## config.mk

```make
export PLATFORM = sky130hd
export DESIGN_NAME = txbf
export DESIGN_NICKNAME = d
export VERILOG_FILES = /design/src/rtl/txbf.sv
export SDC_FILE = /design/constraint.sdc
export NUM_CORES = 1
export LEC_CHECK = 0
export ABC_CLOCK_PERIOD_IN_PS = 3500
export BUFFER_PORTS_ARGS = -buffer_cell sky130_fd_sc_hd__buf_2
export CORE_MARGIN = 2
export CORE_UTILIZATION = 25
export CTS_CLUSTER_DIAMETER = 150
export DETAILED_ROUTE_END_ITERATION = 7
export GPL_ROUTABILITY_DRIVEN = 0
export PLACE_DENSITY = 0.5
export SYNTH_ARGS = -nofsm -noshare
export SYNTH_HDL_FRONTEND = slang
export SYNTH_SLANG_ARGS = --single-unit
export TNS_END_PERCENT = 100
```

## constraint.sdc

```tcl
create_clock -name clk_i -period 3.5 [get_ports clk_i]
set_input_delay 0.7 -clock clk_i [delete_from_list [all_inputs] [get_ports clk_i]]
set_output_delay 0.7 -clock clk_i [all_outputs]
set_load 0.01 [all_outputs]
```

## src/rtl/txbf.sv

```systemverilog
// ---------------------------------------------------------------------------
// txbf -- two-entry skid buffer between a producer and a bus consumer.
//
// The producer side sees a registered busy and the bus side sees registered
// data/valid. The bus busy may therefore arrive late in the cycle without
// creating any combinational path through this block.
//
// Ports
//   clk_i        single clock, rising edge
//   reset_ni     asynchronous active-low reset
//   flush_i      synchronous discard of all held entries
//   ip_data_i    producer data (DW bits)
//   ip_vld_i     producer data valid
//   ip_busy_o    registered busy back to the producer
//   bus_data_o   registered data to the bus (the "main" register)
//   bus_vld_o    registered valid to the bus
//   bus_busy_i   busy from the bus consumer
//   occupancy_o  number of held entries: 0, 1 or 2
// ---------------------------------------------------------------------------
module txbf #(
    parameter int DW = 8
) (
    input  logic          clk_i,
    input  logic          reset_ni,
    input  logic          flush_i,
    input  logic [DW-1:0] ip_data_i,
    input  logic          ip_vld_i,
    output logic          ip_busy_o,
    output logic [DW-1:0] bus_data_o,
    output logic          bus_vld_o,
    input  logic          bus_busy_i,
    output logic [1:0]    occupancy_o
);

    // State encoding doubles as the occupancy count.
    localparam logic [1:0] EMPTY = 2'd0;
    localparam logic [1:0] ONE   = 2'd1;
    localparam logic [1:0] FULL  = 2'd2;

    logic [1:0]    state_q, state_d;
    logic [DW-1:0] main_q, main_d;
    logic [DW-1:0] skid_q, skid_d;
    logic          vld_q, busy_q;
    logic          in_xfer, out_xfer;

    // Handshakes use only the registered outputs, so the output flops never
    // see a combinational path from an input to an output.
    assign in_xfer  = ip_vld_i & ~busy_q;
    assign out_xfer = vld_q & ~bus_busy_i;

    // Next-state and datapath decision. The main register always holds the
    // oldest entry; skid only fills when main could not drain this cycle.
    // Flush wins over everything and drops whatever was being offered.
    always_comb begin
        state_d = state_q;
        main_d  = main_q;
        skid_d  = skid_q;
        if (flush_i) begin
            state_d = EMPTY;
        end else begin
            case (state_q)
                EMPTY: begin
                    if (in_xfer) begin
                        main_d  = ip_data_i;
                        state_d = ONE;
                    end
                end
                ONE: begin
                    if (in_xfer && out_xfer) begin
                        main_d = ip_data_i;
                    end else if (in_xfer) begin
                        skid_d  = ip_data_i;
                        state_d = FULL;
                    end else if (out_xfer) begin
                        state_d = EMPTY;
                    end
                end
                FULL: begin
                    if (out_xfer) begin
                        main_d  = skid_q;
                        state_d = ONE;
                    end
                end
                default: begin
                    state_d = EMPTY;
                end
            endcase
        end
    end

    // Valid and busy get their own flops, loaded from the decoded next state,
    // so that each output comes straight off a register rather than a decoder.
    always_ff @(posedge clk_i or negedge reset_ni) begin
        if (!reset_ni) begin
            state_q <= EMPTY;
            main_q  <= '0;
            skid_q  <= '0;
            vld_q   <= 1'b0;
            busy_q  <= 1'b0;
        end else begin
            state_q <= state_d;
            main_q  <= main_d;
            skid_q  <= skid_d;
            vld_q   <= (state_d != EMPTY);
            busy_q  <= (state_d == FULL);
        end
    end

    assign bus_data_o  = main_q;
    assign bus_vld_o   = vld_q;
    assign ip_busy_o   = busy_q;
    assign occupancy_o = state_q;

endmodule

```

==> results of run 1 <==
-- worst max-delay path, delay by kind of cell (launching register included) --
family | cells | cell delay (ns)
flip-flops | 1 | 0.48
AND/OR/NAND/NOR | 1 | 0.85
AO/OA/AOI/OAI | 1 | 0.08
multiplexers | 1 | 0.28
-- power by group through the flow --
stage          combinational [mW]  clock [mW]  sequential [mW]
6_report                    0.164       0.186            0.341
5_1_grt                     0.182       0.205            0.352
4_1_cts                     0.168       0.197            0.342
3_3_place_gp                0.164           0            0.344
2_1_floorplan              0.0936           0            0.355
3_5_place_dp                0.167           0            0.347
-- logic make-up (layout without fill, tap and decap cells) --
family | Yosys count | after routing | share of synthesized area
mux | 16 | 16 | 0.189
buf+inv | 4 | 30 | 0.0222
flops | 20 | 20 | 0.556
simple gates | 22 | 22 | 0.151
compound gates | 13 | 13 | 0.0819
-- routing by layer --
metal / part of all wire / vias up
met5: 0 / -
met4: 0.0046 / 0
met3: 0.066 / 2
met2: 0.45 / 22
met1: 0.48 / 317
li1: - / 319
-- stage by stage --
stage / setup slack [ns] / area, um^2 / utilization / hold WS [ns]
after floorplan: 1.75 / 901 / - / 0.404
after global placement: 1.53 / 1070 / 0.315 / 0.494
after detailed placement: 1.50 / 1070 / 0.315 / 0.500
after CTS: 1.64 / 1120 / 0.330 / 0.324
after global routing: 1.51 / 1120 / 0.330 / 0.340
final: 1.68 / 1120 / 0.330 / 0.321
-- synth_stat cells --
master / n
buf_4: 1
nor3b_2: 1
o21ai_0: 1
nor4bb_1: 1
nor2b_1: 1
mux2_2: 8
nand2b_1: 2
nor3_1: 3
dfrtp_1: 20
a21oi_1: 10
nor4b_1: 1
nand2_1: 2
mux2i_1: 8
nor2_1: 8
nor3_4: 1
o21a_1: 1
o221a_2: 1
inv_1: 2
and2b_1: 1
and3b_2: 1
buf_2: 1
-- path summary, 6_finish.rpt --
kind                                             end  slack [ns]  depth (start not counted)
max in group asynchronous  bus_data_o[5]$_DFFE_PN0P_        2.86                          1
hold / removal                 skid_q[0]$_DFFE_PN0P_        0.32                          1
hold reg to reg                skid_q[5]$_DFFE_PN0P_        0.52                          1
min in group clk_i             skid_q[5]$_DFFE_PN0P_        0.52                          1
setup reg to reg           bus_data_o[2]$_DFFE_PN0P_        1.68                          3
setup / recovery           bus_data_o[2]$_DFFE_PN0P_        1.68                          3
-- placed cells by master, fill, tap and decap left out --
| cell | n |
|---|---|
| a21oi_1 | 10 |
| and2b_1 | 1 |
| and3b_2 | 1 |
| buf_2 | 24 |
| bufinv_16 | 1 |
| clkbuf_4 | 3 |
| dfrtp_1 | 20 |
| inv_1 | 2 |
| mux2_2 | 8 |
| mux2i_1 | 8 |
| nand2_1 | 2 |
| nand2b_1 | 2 |
| nor2_1 | 8 |
| nor2b_1 | 1 |
| nor3_1 | 3 |
| nor3_4 | 1 |
| nor3b_2 | 1 |
| nor4b_1 | 1 |
| nor4bb_1 | 1 |
| o21a_1 | 1 |
| o21ai_0 | 1 |
| o221a_2 | 1 |
-- flip-flops by register name, indices dropped and copies added, names as in the netlist --
name	count
occupancy_o	2
ip_busy_o	1
skid_q	8
bus_vld_o	1
bus_data_o	8
-- layout make-up --
cell class              instances  area (um^2)  area share
clock buffers                   3         22.5      0.0201
clock inverters                 1         30.0      0.0268
inverters                       2         7.51     0.00671
multi-input cells              51          380       0.340
flip-flops and latches         20          500       0.447
well taps                      46         57.6      0.0515
repair buffers                 24          120       0.107
==> impl_summary.log, run 1 <==
INFO  metric number_of_antenna_violations_at_the_first_check_in_global_routing = 0
INFO  metric detailedRoute.firstPassIterationCount = 4
INFO  metric die_x = 64.0 um
INFO  metric io_pins = 25
INFO  metric final.fill_count = 357
INFO  metric place_hpwl = 1260 um
INFO  metric gr-usage-met2 = 0.141
INFO  metric synth_area_leader_cell = dfrtp_1
INFO  metric seq_area_frac_synth = 0.556
INFO  metric drt_iter0_markers = 32
INFO  metric synth_cell_types = 21
INFO  metric synthesis.instances = 75
INFO  metric wl_per_cell = 11.8 um
INFO  metric drive_above_1_share = 0.396
INFO  metric grt_first_pass_wirelength = 2880 um
INFO  metric totalWireLength = 1730 um
INFO  metric insertedDiodeCount = 0
INFO  metric setup_tns = 0 ns
INFO  metric slowest_stage = nor2b_1
INFO  metric die-area = 0.00410 mm^2
INFO  metric chipHeight = 64.0 um
INFO  metric clk_pin_slew = 0.12 ns
INFO  metric syn_avg_cell_area = 12.0 um^2
INFO  metric max_cap_violations = 0
INFO  metric vias = 660
INFO  metric timing.final.max_slew_violations = 0
INFO  metric worstSetupStartpointType = flop
INFO  metric global_route.usage.total = 0.0917
INFO  metric max-slew-margin-rel = 0.286
INFO  metric cellInternalPower = 504 uW
INFO  metric power_leakage = 0.488 nW
INFO  metric design.final.nets = 115
INFO  metric finalNonFillerCells = 147
INFO  metric crit_start = occupancy_o[0]$_DFF_PN0_
INFO  metric share_comb_of_total_power = 0.237
INFO  metric cp.arrival = 2.00 ns
INFO  metric grt-busiest-layer = met2
INFO  metric clock_tree.htree_level_count = 1
INFO  metric floorplan.core_area = 0.00339 mm^2
INFO  metric fmax = 549 MHz
INFO  metric status = completed
INFO  metric antenna_violating_nets_post_route = 0
INFO  metric dp.cells = 143
INFO  metric power_density = 618 mW/mm^2
INFO  metric final_worst_path_cycle_share = 0.521
INFO  metric synthToLayoutAreaGrowth = 24.2%
INFO  metric postSynthNetCount = 88
INFO  metric report.final.hold_viol_count = 0
INFO  metric number_of_clock_sinks = 20
INFO  metric seq_power_share = 0.493
INFO  metric core.rowCount = 21
INFO  metric initial_core_util = 0.266
INFO  metric grt_pass1_vias = 633
INFO  metric gr-usage-met1 = 0.118
INFO  metric critical_path_required = 3.67 ns
INFO  metric gr_overflow_total = 0
INFO  metric grt_max_degree = 21
INFO  metric path_cells = nor2b_1 > mux2i_1 > a21oi_1
INFO  metric setup_viol_count_final = 0
INFO  metric regToRegStartpoint = occupancy_o[0]$_DFF_PN0_
INFO  metric cts_buf_count = 3
INFO  metric bufs_on_longest_clock_path = 2
INFO  metric hold_class = primary input to asynchronous set/reset pin
INFO  metric setup.worst_path.end_class = flop
INFO  metric yosysWarnings = 0
INFO  metric worstMarginPinSlew = 1.07 ns
INFO  metric worst_skew_pair.late_latency = 0.30 ns
INFO  metric clockRootBuffer = clkbuf_4
INFO  metric drc_markers = 0
INFO  metric max-vdd-ir-drop = 0.000264 V
INFO  metric worst_path_largest_cell_delay = 0.85 ns
INFO  metric sw_frac_of_total = 0.271
INFO  metric post-layout-total-power = 691 uW
INFO  metric cts_post_setup_buffers_inserted = 0
INFO  metric worst-setup-path-type = flop to flop
INFO  metric period_needed = 1.82 ns
INFO  metric cts_tree = done
INFO  metric post_synth_instance_area = 901 um^2
INFO  metric p_sw = 187 uW
INFO  metric grt.met3_usage = 0.0229
INFO  metric synth.top_cells.by_area = dfrtp_1 56%, mux2_2 10%, mux2i_1 8.9%
INFO  metric synth_top_area_share = 0.556
INFO  metric fin_skew = 0.00845 ns
INFO  metric clkPwrFrac = 0.269
INFO  metric buffer_ports.inserted = 24
INFO  metric ys_seq_elements = 20
INFO  metric vias_per_instance = 4.49
INFO  metric postCtsResizedCells = 0
INFO  metric cp_max_fanout = 10
INFO  metric setup_repair_after_global_routing_missed_its_margin = false
INFO  metric post_cts_hold_buffer_count = 0
Note: power is estimated with default switching activity, not from simulation.
==> run 2: changes to the inputs <==
--- a/config.mk
+++ b/config.mk
@@ -5,14 +5,15 @@
 export SDC_FILE = /design/constraint.sdc
 export NUM_CORES = 1
 export LEC_CHECK = 0
-export ABC_CLOCK_PERIOD_IN_PS = 3500
+export ABC_AREA = 1
+export ABC_CLOCK_PERIOD_IN_PS = 1500
 export BUFFER_PORTS_ARGS = -buffer_cell sky130_fd_sc_hd__buf_2
 export CORE_MARGIN = 2
 export CORE_UTILIZATION = 25
 export CTS_CLUSTER_DIAMETER = 150
 export DETAILED_ROUTE_END_ITERATION = 7
 export GPL_ROUTABILITY_DRIVEN = 0
-export PLACE_DENSITY = 0.5
+export PLACE_DENSITY = 0.51
 export SYNTH_ARGS = -nofsm -noshare
 export SYNTH_HDL_FRONTEND = slang
 export SYNTH_SLANG_ARGS = --single-unit
==> constraint.sdc (replaced) <==
create_clock -name clk_i -period 1.5 [get_ports clk_i]
set_input_delay 0.3 -clock clk_i [delete_from_list [all_inputs] [get_ports clk_i]]
set_output_delay 0.3 -clock clk_i [all_outputs]
set_load 0.01 [all_outputs]
==> run 2 against run 1 <==
- non-clock buffer count increased by 3
- power increased to 2.6 times the previous value
- core utilization is 1.4 points lower
- routed wire length increased by 24%
- count of clock-buffer cells in the layout unchanged
- clock skew down 0.0068 ns
- die area grew 15%
- combinational power increased to 3.6 times the previous value
- fmax is 44% higher
- sequential cell count stayed put
- critical path depth increased by 3
- worst hold slack got worse by 0.026 ns
- critical path type unchanged
- critical endpoint is now skid_q[0]$_DFFE_PN0P_
- highest routed layer unchanged
==> impl_summary.log, run 2 <==
INFO  metric r2r.worst_path.cells = 6
INFO  metric insertedDiodeCount = 0
INFO  metric status = completed
INFO  metric die_x = 68.6 um
INFO  metric synth_top_area_share = 0.479
INFO  metric synth_top_family_by_area = simple AND/OR/NAND/NOR gates
INFO  metric seq_power_share = 0.477
INFO  metric regToRegStartpoint = occupancy_o[0]$_DFF_PN0_
INFO  metric timing.final.ws_setup = 0.233 ns
INFO  metric multiplexer_share_of_the_synthesized_area = 0
INFO  metric worstSetupStartpointType = flop
INFO  metric grt_first_pass_wirelength = 3860 um
INFO  metric report.final.hold_viol_count = 0
INFO  metric cp.arrival = 1.42 ns
INFO  metric layout.cells.most_common = nand2_1
INFO  metric vias_per_instance = 4.16
INFO  metric yosysWarnings = 0
INFO  metric synth-compound-area-share = 0.0802
INFO  metric grt_max_degree = 21
INFO  metric wl_per_cell = 10.7 um
INFO  metric synth_area_leader_cell = dfrtp_1
INFO  metric clock_tree.htree_level_count = 1
INFO  metric preCtsSetupSlack = 0.250 ns
INFO  metric synth-edff-count = 0
INFO  metric power_leakage = 0.731 nW
INFO  metric p_sw = 640 uW
INFO  metric detailedRoute.firstPassIterationCount = 4
INFO  metric buffer_ports.inserted = 24
INFO  metric synthToLayoutAreaGrowth = 21.0%
INFO  metric period_needed = 1.27 ns
INFO  metric hold-path-endpoint = skid_q[6]$_DFFE_PN0P_
INFO  metric dp.cells = 198
INFO  metric cts_buf_count = 3
INFO  metric worstMarginPinSlew = 0.441 ns
INFO  metric chipHeight = 68.6 um
INFO  metric ys_seq_elements = 20
INFO  metric synthXorXnorAreaFrac = 0
INFO  metric crit_start = occupancy_o[0]$_DFF_PN0_
INFO  metric ys_dominant_reg_cell = dfrtp_1
INFO  metric cellInternalPower = 1.16 mW
INFO  metric clkPwrFrac = 0.196
INFO  metric rrSetupSlack = 0.23 ns
INFO  metric worst_hold_depth = 3
INFO  metric setup.worst_path.end_class = flop
INFO  metric critical_path_required = 1.65 ns
INFO  metric timing.final.max_slew_violations = 0
INFO  metric setup_viol_count_final = 0
INFO  metric synth_cell_types = 17
INFO  metric place_hpwl = 1730 um
INFO  metric max-vdd-ir-drop = 0.000657 V
INFO  metric floorplan.core_area = 0.00400 mm^2
INFO  metric antenna_violating_nets_post_route = 0
INFO  metric drc_markers = 0
INFO  metric max-slew-margin-rel = 0.706
INFO  metric post_synth_instance_area = 0.00104 mm^2
INFO  metric io_pins = 25
INFO  metric layout_common_cells = 45 x nand2_1, 24 x buf_2, 20 x dfrtp_1
INFO  metric fmax = 789 MHz
INFO  metric finalNonFillerCells = 202
INFO  metric cts_tree = done
INFO  metric postCtsResizedCells = 0
INFO  metric core.rowCount = 23
INFO  metric async_flop_share = 1.00
INFO  metric slowest_stage = dfrtp_1
INFO  metric grt_pass1_vias = 866
INFO  metric cp_max_fanout = 16
INFO  metric synth_most_common_cell = nand2_1
INFO  metric clockRootBuffer = clkbuf_8
INFO  metric die-area = 0.00471 mm^2
INFO  metric gr_overflow_total = 0
INFO  metric worst_path_largest_cell_delay = 0.39 ns
INFO  metric max_cap_violations = 0
INFO  metric worst_skew_pair.late_latency = 0.26 ns
INFO  metric worst-setup-path-type = flop to flop
INFO  metric number_of_clock_sinks = 20
INFO  metric drt_iter0_markers = 23
INFO  metric hold_class = primary input to flop
INFO  metric synth_fa_ha_area_frac = 0
INFO  metric share_comb_of_total_power = 0.327
INFO  metric setup_repair_after_global_routing_missed_its_margin = false
INFO  metric setup_tns = 0 ns
INFO  metric totalWireLength = 2160 um
INFO  metric initial_core_util = 0.261
INFO  metric drive_above_1_share = 0.336
INFO  metric fin_skew = 0.00165 ns
INFO  metric worst_hold_startpoint = ip_data_i[6]
INFO  metric worstReg2RegEnd = skid_q[0]$_DFFE_PN0P_
INFO  metric synth-simple-area-share = 0.349
INFO  metric postSynthNetCount = 138
INFO  metric vias = 840
INFO  metric synthesis.instances = 125
INFO  metric global_route.usage.total = 0.111
INFO  metric design.final.nets = 167
INFO  metric syn_avg_cell_area = 8.36 um^2
INFO  metric synth.top_cells.by_area = dfrtp_1 48%, nand2_1 16%, nand3_1 8.6%
INFO  metric seq_area_frac_synth = 0.479
INFO  metric final_worst_path_cycle_share = 0.845
INFO  metric number_of_antenna_violations_at_the_first_check_in_global_routing = 0
INFO  metric power_density = 1420 mW/mm^2
INFO  metric path_cells = inv_2 > nor2_1 > nand3_2 > buf_4 > nand2_1 > o21ai_2
INFO  metric clk_pin_slew = 0.07 ns
INFO  metric post_synth_most_frequent_cells = 45 x nand2_1, 20 x dfrtp_1, 18 x nand3_1, 15 x inv_1, 8 x o21ai_2
INFO  metric bufs_on_longest_clock_path = 2
INFO  metric sw_frac_of_total = 0.356
==> run 2: cell count changes after synthesis, sizes merged, moves of 9 or more <==
cell   change
nand2     +50
a21oi      -9
nand3     +19
inv       +15
==> run 2: power by group through the flow <==
stage,Combinational [mW],Sequential [mW],Clock (mW)
2_1_floorplan,0.369,0.896,0
3_5_place_dp,0.600,0.870,0
5_1_grt,0.676,0.884,0.384
3_3_place_gp,0.581,0.870,0
4_1_cts,0.603,0.860,0.364
6_report,0.588,0.858,0.353
==> run 2: what timing repair did <==
action                                 CTS  global route
endpoints found under the hold margin   20             0
buffers inserted                         0             0
hold buffers                             1             0
==> run 2: per-stage QoR <==
stage / total power [mW] / util / instance area, um^2 / hold WS [ns]
after floorplan: 1.26 / - / 1040 / 0.00441
after global placement: 1.45 / 0.303 / 1210 / 0.268
after detailed placement: 1.47 / 0.303 / 1210 / 0.276
after CTS: 1.83 / 0.316 / 1260 / 0.293
after global routing: 1.94 / 0.316 / 1260 / 0.298
final: 1.80 / 0.316 / 1260 / 0.296
==> run 2: worst max path at each step <==
stage                                endpoint  slack, ns
finish                  skid_q[0]$_DFFE_PN0P_       0.23
global placement    bus_data_o[4]$_DFFE_PN0P_       0.32
floorplan           bus_data_o[0]$_DFFE_PN0P_       0.35
detailed placement      skid_q[0]$_DFFE_PN0P_       0.25
global route            skid_q[1]$_DFFE_PN0P_       0.09
CTS                     skid_q[0]$_DFFE_PN0P_       0.24
==> run 2: layer usage <==
| layer | track usage | wire length, um | share of wire |
|---|---|---|---|
| met5 | 0 | 0 | 0 |
| met4 | 0.0525 | 42 | 0.019 |
| met3 | 0.0211 | 97 | 0.045 |
| met2 | 0.179 | 978 | 0.45 |
| met1 | 0.142 | 1040 | 0.48 |
==> run 2: final cells by class <==
class	instances	area, um^2
Clock buffer	3	41.3
Multi-Input combinational cell	85	448
Fill cell	428	2740
Sequential cell	20	500
Timing Repair Buffer	27	145
Inverter	17	66.3
Tap cell	50	62.6
==> run 2: logic make-up (layout without fill, tap and decap cells) <==
logic type	Yosys count	count (layout)
and+or+nand+nor	75	75
buffers and inverters	20	47
DFF	20	20
AOI/OAI and AO/OA	10	10
==> run 2: worst max-delay path, delay by kind of cell (launching register included) <==
| kind | cells | cell delay (ns) |
|---|---|---|
| flip-flops | 1 | 0.39 |
| AND/OR/NAND/NOR | 3 | 0.38 |
| buffers and inverters | 2 | 0.32 |
| AO/OA/AOI/OAI | 1 | 0.06 |
==> run 3: changes to the inputs <==
--- a/config.mk
+++ b/config.mk
@@ -6,7 +6,7 @@
 export NUM_CORES = 1
 export LEC_CHECK = 0
 export ABC_AREA = 1
-export ABC_CLOCK_PERIOD_IN_PS = 1500
+export ABC_CLOCK_PERIOD_IN_PS = 1100
 export BUFFER_PORTS_ARGS = -buffer_cell sky130_fd_sc_hd__buf_2
 export CORE_MARGIN = 2
 export CORE_UTILIZATION = 25
==> constraint.sdc (replaced) <==
create_clock -name clk_i -period 1.1 [get_ports clk_i]
set_input_delay 0.22 -clock clk_i [delete_from_list [all_inputs] [get_ports clk_i]]
set_output_delay 0.22 -clock clk_i [all_outputs]
set_load 0.01 [all_outputs]
==> run 3 against run 2 <==
- the run now ends with setup timing left
- via count rose by 7.3%
- global-route usage is 0.58 points higher
- setup slack lost 0.31 ns
- power rose by 64%
- critical endpoint is now occupancy_o[1]
==> impl_summary.log, run 3 (synthesis results as in run 2) <==
INFO  metric clock_tree.htree_level_count = 1
INFO  metric buffer_ports.inserted = 24
INFO  metric fin_util = 0.366
INFO  metric die-area = 0.00471 mm^2
INFO  metric placement.cell_area = 0.00125 mm^2
INFO  metric max_cap_violations = 0
INFO  metric status = complete, but fails checks
INFO  metric cts_tree = done
INFO  metric rrSetupSlack = -0.04 ns
INFO  metric worst_skew_pair.late_latency = 0.26 ns
INFO  metric violations = setup timing
INFO  metric drive_above_1_share = 0.481
INFO  metric cp_max_fanout = 4
INFO  metric power_density = 2020 mW/mm^2
INFO  metric critical_path_required = 0.88 ns
INFO  metric fin_skew = 0.00410 ns
INFO  metric power_leakage = 0.803 nW
INFO  metric timing.final.max_slew_violations = 0
INFO  metric final_worst_path_cycle_share = 1.07
INFO  metric insertedDiodeCount = 0
INFO  metric setup_viol_count_final = 18
INFO  metric period_needed = 1.18 ns
INFO  metric hold_class = primary input to flop
INFO  metric max-slew-margin-rel = 0.699
INFO  metric clockRootBuffer = clkbuf_8
INFO  metric report.final.hold_viol_count = 0
INFO  metric fmax = 849 MHz
INFO  metric layout.cells.most_common = nand2_1
INFO  metric global_route.usage.total = 0.117
INFO  metric antenna_violating_nets_post_route = 0
INFO  metric wl_per_cell = 11.3 um
INFO  metric timing.final.ws_setup = -0.0777 ns
INFO  metric setup_tns = -0.508 ns
INFO  metric drt_iter0_markers = 38
INFO  metric grt_pass1_vias = 914
INFO  metric max-vdd-ir-drop = 0.000790 V
INFO  metric bufs_on_longest_clock_path = 2
INFO  metric finalNonFillerCells = 212
INFO  metric dp.cells = 202
INFO  metric cts_buf_count = 3
INFO  metric worst_hold_depth = 3
INFO  metric finalHoldWorstSlack = 0.211 ns
INFO  metric number_of_antenna_violations_at_the_first_check_in_global_routing = 0
INFO  metric io_pins = 25
INFO  metric layout.cell_area.non_filler = 0.00147 mm^2
INFO  metric grt_max_degree = 21
INFO  metric initial_core_util = 0.261
INFO  metric cp.arrival = 0.96 ns
INFO  metric post-layout-total-power = 2.96 mW
INFO  metric drc_markers = 0
INFO  metric regToRegStartpoint = occupancy_o[1]$_DFF_PN0_
INFO  metric layout_common_cells = 34 x nand2_1, 22 x buf_2, 19 x dfrtp_1
INFO  metric vias_per_instance = 4.25
INFO  metric setup.worst_path.end_class = output port
INFO  metric preCtsSetupSlack = -0.0564 ns
INFO  metric worst_hold_startpoint = ip_data_i[3]
INFO  metric grt_first_pass_wirelength = 3980 um
INFO  metric number_of_clock_sinks = 20
INFO  metric worstMarginPinSlew = 0.452 ns
INFO  metric r2r.worst_path.cells = 7
INFO  metric place_hpwl = 1770 um
INFO  metric die_x = 68.6 um
INFO  metric core.rowCount = 23
INFO  metric chipHeight = 68.6 um
INFO  metric design.final.nets = 176
INFO  metric clk_pin_slew = 0.08 ns
INFO  metric totalWireLength = 2390 um
INFO  metric gr_overflow_total = 0
INFO  metric worstSetupStartpointType = flop
INFO  metric synthToLayoutAreaGrowth = 40.2%
INFO  metric vias = 901
INFO  metric worst-setup-path-type = flop to output port
INFO  metric floorplan.core_area = 0.00400 mm^2
INFO  metric hold-path-endpoint = skid_q[3]$_DFFE_PN0P_
INFO  metric setup_repair_after_global_routing_missed_its_margin = true
INFO  metric worstReg2RegEnd = bus_data_o[0]$_DFFE_PN0P_
INFO  metric detailedRoute.firstPassIterationCount = 4
==> run 3: cell types whose count changed in the layout (fill, tap and decap cells not counted), moves of 2 or more <==
cell,previous run,this run
buf_2,24,22
buf_6,0,5
buf_4,2,6
nand3_2,1,4
nand3_1,18,15
nand2_1,45,34
nand2_2,6,15
==> run 3: critical path: stages, from the launching register on <==
cell and delay (ns):
dfrtp_2 0.44, buf_6 0.14, buf_6 0.11
==> run 3: metal layers <==
| metal | up-vias | track usage | wire (um) | share of wire |
|---|---|---|---|---|
| met5 | - | 0 | 0 | 0 |
| met4 | 0 | 0.0700 | 53 | 0.022 |
| met3 | 5 | 0.0227 | 114 | 0.048 |
| met2 | 22 | 0.194 | 1130 | 0.47 |
| met1 | 415 | 0.139 | 1090 | 0.46 |
| li1 | 459 | - | - | - |
==> run 3: where the power goes <==
part,internal (mW),switching [mW]
clock network,0.486,0.259
registers,1.01,0.201
logic,0.458,0.543
total,1.95,1.00
==> run 3: worst max path at each step <==
| stage | startpoint | end | slack [ns] | cells past startpoint |
|---|---|---|---|---|
| after floorplan | occupancy_o[0]$_DFF_PN0_ | bus_data_o[0]$_DFFE_PN0P_ | -0.04 | 9 |
| after global placement | occupancy_o[1]$_DFF_PN0_ | bus_data_o[2]$_DFFE_PN0P_ | -0.03 | 7 |
| after detailed placement | occupancy_o[1]$_DFF_PN0_ | bus_data_o[0]$_DFFE_PN0P_ | -0.06 | 7 |
| after CTS | occupancy_o[1]$_DFF_PN0_ | occupancy_o[1] | -0.07 | 2 |
| after global routing | occupancy_o[1]$_DFF_PN0_ | occupancy_o[1] | -0.11 | 2 |
| final | occupancy_o[1]$_DFF_PN0_ | occupancy_o[1] | -0.08 | 2 |
==> run 3: area by class of cell <==
type	instances	area (um^2)
sequential	20	502
multi-input combinational	85	512
tap	50	62.6
fill	407	2530
clock inverter	1	30.0
clock buffer	3	41.3
timing repair buffer	35	241
inverter	17	68.8
timing repair inverter	1	7.51
==> run 3: timing repair <==
action,4_1_cts,5_1_grt
buffers inserted,4,0
gates resized for setup,6,20
gates cloned,1,0
pin swaps,1,6
hold endpoints to repair,20,0
hold buffers,1,0
endpoints found under the setup margin,19,22
